$ cat src/rtl/wptr_full.sv
// wptr_full: write-domain pointer and full/status controller for an
// asynchronous FIFO. Keeps a binary write pointer with a wrap bit, publishes
// its Gray image for the write-to-read synchronizer and derives full,
// almost-full, fill level and sticky overflow from the synchronized Gray read
// pointer. Status is conservative: it can only over-report occupancy, because
// the read pointer it sees is delayed by the synchronizer.
module wptr_full #(
  parameter int ADDRSIZE     = 6,
  parameter int AFULL_MARGIN = 4
) (
  input  logic                wclk,
  input  logic                wrst,
  input  logic                winc,
  input  logic [ADDRSIZE:0]   wq2_rptr,
  output logic [ADDRSIZE-1:0] waddr,
  output logic [ADDRSIZE:0]   wptr,
  output logic                wfull,
  output logic                walmost_full,
  output logic [ADDRSIZE:0]   wlevel,
  output logic                woverflow
);

  // Level at or above which almost-full is reported.
  localparam int                AFULL_INT   = (32'sd1 <<< ADDRSIZE) - AFULL_MARGIN;
  localparam logic [ADDRSIZE:0] AFULL_LEVEL = AFULL_INT[ADDRSIZE:0];

  // Binary to reflected Gray code.
  function automatic logic [ADDRSIZE:0] bin2gray(input logic [ADDRSIZE:0] b);
    return (b >> 1) ^ b;
  endfunction

  // Reflected Gray code to binary: each bit is the XOR of all Gray bits above and including it.
  function automatic logic [ADDRSIZE:0] gray2bin(input logic [ADDRSIZE:0] g);
    logic [ADDRSIZE:0] b;
    b[ADDRSIZE] = g[ADDRSIZE];
    for (int i = ADDRSIZE - 1; i >= 0; i--) begin
      b[i] = b[i+1] ^ g[i];
    end
    return b;
  endfunction

  logic [ADDRSIZE:0] wbin;
  logic              accept;
  logic [ADDRSIZE:0] wbinnext;
  logic [ADDRSIZE:0] wgraynext;
  logic [ADDRSIZE:0] rbin;
  logic [ADDRSIZE:0] rptr_full_pattern;
  logic              wfull_next;
  logic [ADDRSIZE:0] wlevel_next;
  logic              walmost_full_next;

  // RAM address comes straight from the current binary pointer so the write
  // in this cycle lands at the address that is about to be consumed.
  assign waddr = wbin[ADDRSIZE-1:0];

  // Next-pointer and status computation against the synchronized read pointer.
  always_comb begin
    accept            = winc & ~wfull;
    wbinnext          = wbin + {{ADDRSIZE{1'b0}}, accept};
    wgraynext         = bin2gray(wbinnext);
    rbin              = gray2bin(wq2_rptr);
    // Full when the write pointer has lapped the read pointer once: in Gray
    // code that means the top two bits are inverted and the rest are equal.
    rptr_full_pattern = {~wq2_rptr[ADDRSIZE:ADDRSIZE-1], wq2_rptr[ADDRSIZE-2:0]};
    wfull_next        = (wgraynext == rptr_full_pattern);
    wlevel_next       = wbinnext - rbin;
    walmost_full_next = (wlevel_next >= AFULL_LEVEL);
  end

  // Pointer, flag and level registers all advance together on every edge.
  always_ff @(posedge wclk or posedge wrst) begin
    if (wrst) begin
      wbin         <= {(ADDRSIZE+1){1'b0}};
      wptr         <= {(ADDRSIZE+1){1'b0}};
      wfull        <= 1'b0;
      walmost_full <= 1'b0;
      wlevel       <= {(ADDRSIZE+1){1'b0}};
      woverflow    <= 1'b0;
    end else begin
      wbin         <= wbinnext;
      wptr         <= wgraynext;
      wfull        <= wfull_next;
      walmost_full <= walmost_full_next;
      wlevel       <= wlevel_next;
      woverflow    <= woverflow | (winc & wfull);
    end
  end

endmodule

$ cat config.mk
export PLATFORM = sky130hd
export DESIGN_NAME = wptr_full
export DESIGN_NICKNAME = d
export VERILOG_FILES = /design/src/rtl/wptr_full.sv
export SDC_FILE = /design/constraint.sdc
export NUM_CORES = 1
export LEC_CHECK = 0
export ABC_CLOCK_PERIOD_IN_PS = 4170
export CORE_MARGIN = 2
export CORE_UTILIZATION = 25
export CTS_CLUSTER_SIZE = 14
export DETAILED_ROUTE_END_ITERATION = 10
export PLACE_DENSITY = 0.44
export SYNTH_ARGS = -nofsm -noshare
export SYNTH_HDL_FRONTEND = slang
export SYNTH_SLANG_ARGS = --single-unit
$ cat constraint.sdc
create_clock -name wclk -period 4.17 [get_ports wclk]
set_clock_uncertainty 0.1 [all_clocks]
set_input_delay 1.0425 -clock wclk [delete_from_list [all_inputs] [get_ports wclk]]
set_output_delay 1.0425 -clock wclk [all_outputs]
set_load 0.05 [all_outputs]
==> impl_results.md, run 1 <==
- Max-cap violations: 0
- Post-layout min period: 4050 ps
- I/O pins: 33
- Post-synthesis cell type count: 41
- All-layer global routing usage: 11.1%
- Top post-synthesis cells by count: dfrtp_1 (23), ha_1 (10), xnor2_1 (10), xor2_1 (10), a21oi_1 (8)
- Area share of fa/ha/maj cells after synthesis: 10.1%
- Hold buffer count at CTS: 0
- Initial DRC Count: 66
- Vias per cell: 4.38
- Initial Util: 26.0%
- CTS Sinks: 23
- Crit Path Class: in2reg
- Slew Limit Fails: 0
- Period utilization: 97.0%
- Final setup vio count: 0
- Post-route DRC: 0
- Max incr delay on CP: 500 ps
- Worst-path clk slew: 80 ps
- IO Port Bufs: 32
- Cell Area, Synth: 1440 sq um
- Worst-Skew Late Latency: 270 ps
- Post-Synth Simple-Gate Area: 10.3%
- Main combinational cell family by area after synthesis: XOR/XNOR gates
- Number of diodes: 0
- Fraction of layout cells with a size suffix above 1: 22.3%
- Fmax: 0.247 GHz
- Initial antenna violation count: 0
- Die Area: 6380 sq um
- Synth top area share: 40.0%
- Post-synthesis compound-gate area fraction: 13.7%
- Final Hold Viols: 0
- Crit. End Element: register
- Syn_area_per_cell: 11.4 sq um
- CP max-delay cell: clkdlybuf4s50_1
- Most common flop cell mapped by yosys: dfrtp_1
- Post-Synth XOR/XNOR Area: 22.3%
- Final WS setup: 123 ps
- Root Driver: clkbuf_8
- CP most frequent cell: xor2_2
- Synth warnings: 0
- Hold Crit Class: reg2reg
- Drt total wl: 3190 um
- CTS tree: yes
- Multiplexer area fraction after synthesis: 0%
- First-pass GRT wire length: 5450 um
- Cts bufs inserted: 3
- Core ar.: 5540 sq um
- Top-count cell post-synth: dfrtp_1
- Clock buffer depth: 2
- Startpoint Class: input port
- Asr flop ratio synth: 100%
- Sequential share of the synthesized area: 40.0%
- DR pass1 iterations: 4
- Crit path buf inv count: 3
- WL/cell: 12.9 um
- Synth top area cells: dfrtp_1 (40%), ha_1 (8.7%), xnor2_1 (6.1%)
- H-tree levels: 1
- Top cell type by total area after synthesis: dfrtp_1
- CP top delay family: XOR/XNOR gates
- Status: finished clean
- Cell count after synthesis: 126
- Layout area overhead: 42.8%
- Post-route ant nets: 0
- EDFF count, synth: 0
- Max-slew headroom: 42.0%
- Largest net degree at the start of global routing: 24
- Layout Nets: 197
- Critical path, cell by cell: clkdlybuf4s50_1 > xnor3_2 > xor2_4 > xor2_2 > xor2_2 > xnor2_2 > ha_2 > inv_1 > fa_2 > a21o_1 > a21oi_2 > buf_4 > xnor2_1 > a41o_1
- Syn Nets: 147
- Die W: 79.9 um
- Row cnt: 27
- GPL Wtd Cong: 0.759
- Vias: 1083
- Die height: 79.9 um
- Slew @ Worst Pin: 869 ps
- Global route total overflow: 0
- WP data arrival: 4110 ps
- Worst-path fanout max: 2
- Dpl hpwl: 2560 um
- Worst Path Required: 4240 ps
- Vias in the first global route: 1148
- Flops & latches, synth: 23
- Worst slack at placement: -311 ps
==> kinds of logic (layout without fill, tap and decap cells) <==
| group | count (synthesis) | in the layout |
|---|---|---|
| AO/OA/AOI/OAI | 28 | 28 |
| XOR/XNOR | 27 | 27 |
| adder cells (fa/ha/maj) | 11 | 11 |
| buffers and inverters | 11 | 60 |
| flip-flops | 23 | 23 |
| AND/OR/NAND/NOR | 26 | 26 |
==> through the flow <==
stage | std cells | utilization [%] | hold WS [ps] | cell area (sq um) | setup TNS, ps
2_1_floorplan | 126 | - | 664 | 1440 | 0
3_3_place_gp | 241 | 35.1 | 340 | 1950 | -300
3_5_place_dp | 241 | 35.1 | 358 | 1950 | -677
4_1_cts | 245 | 36.1 | 380 | 2000 | 0
5_1_grt | 247 | 37.1 | 401 | 2060 | -15.9
6_report | 247 | 37.1 | 373 | 2060 | 0
==> timing repair <==
action / CTS / global route
resized for setup: 4 / 7
pin swaps: 3 / 9
setup endpoints to repair: 1 / 2
gates cloned: 0 / 0
buffers inserted: 0 / 2
==> layout by cell type (no fill, tap or decap), types with 2 or more instances in the layout <==
cell and instances:
nor2b_1 2, and3_1 2, o21a_1 3, ha_1 9, xor2_2 2, and2_1 2
or2_2 3, a21o_1 3, nand2_1 6, nor3_1 2, nand3b_1 2, o31ai_1 2
clkbuf_8 3, clkdlybuf4s50_1 31, nor2_1 2, a21oi_1 7, dfrtp_1 23, inv_1 5
xor2_1 10, buf_4 19, xnor2_1 9
==> metal layers <==
layer	global-route usage (%)	share of wire [%]	vias up
li1	-	-	540
met1	14.2	45	517
met2	18.5	50	20
met3	1.47	2.8	6
met4	5.08	2.3	0
met5	0	0	-
==> sequential cells by signal, summed over array words and instances, names as in the netlist <==
signal / cells
wfull: 1
wlevel: 7
wptr: 6
woverflow: 1
wbin: 7
walmost_full: 1
==> final timing paths <==
path / startpoint / to / slack (ps) / depth (start not counted)
max: wq2_rptr[5] / walmost_full$_DFF_PP0_ / 120 / 14
min: woverflow$_DFF_PP0_ / woverflow$_DFF_PP0_ / 370 / 1
max reg2reg: wfull$_DFF_PP0_ / walmost_full$_DFF_PP0_ / 1270 / 12
min reg2reg: woverflow$_DFF_PP0_ / woverflow$_DFF_PP0_ / 370 / 1
max in group asynchronous: wrst / wptr[5]$_DFF_PP0_ / 2290 / 2
min in group asynchronous: wrst / wptr[0]$_DFF_PP0_ / 1150 / 2
==> worst register-to-register path, stage by stage, from the launching register on <==
cell	delay, ps
dfrtp_1	390
nor2b_1	190
ha_1	200
ha_1	310
nand3_2	140
xnor2_1	280
ha_1	340
nand3b_1	110
o31ai_1	60
a21oi_1	170
o311ai_2	140
buf_4	160
a41o_1	210
==> cell type report <==
type                            instances  area, sq um
Inverter                                5         18.8
Clock inverter                          1         7.51
Timing Repair Buffer                   51          465
Tap cell                               72         90.1
Clock buffer                            3         41.3
Fill cell                             579         3480
Sequential cell                        23          576
Multi-Input combinational cell         92          858
Power of run 1 is not shown: default switching activity piles up to over one toggle a cycle in this logic, so the estimate is an artifact.
==> inputs of run 2 (changes only) <==
Settings changed: SKIP_LAST_GASP set to 1.
==> results of run 2 <==
No change in the layout: final DEF, timing and power equal those of run 1.
Power of run 2 is left out for the same reason.
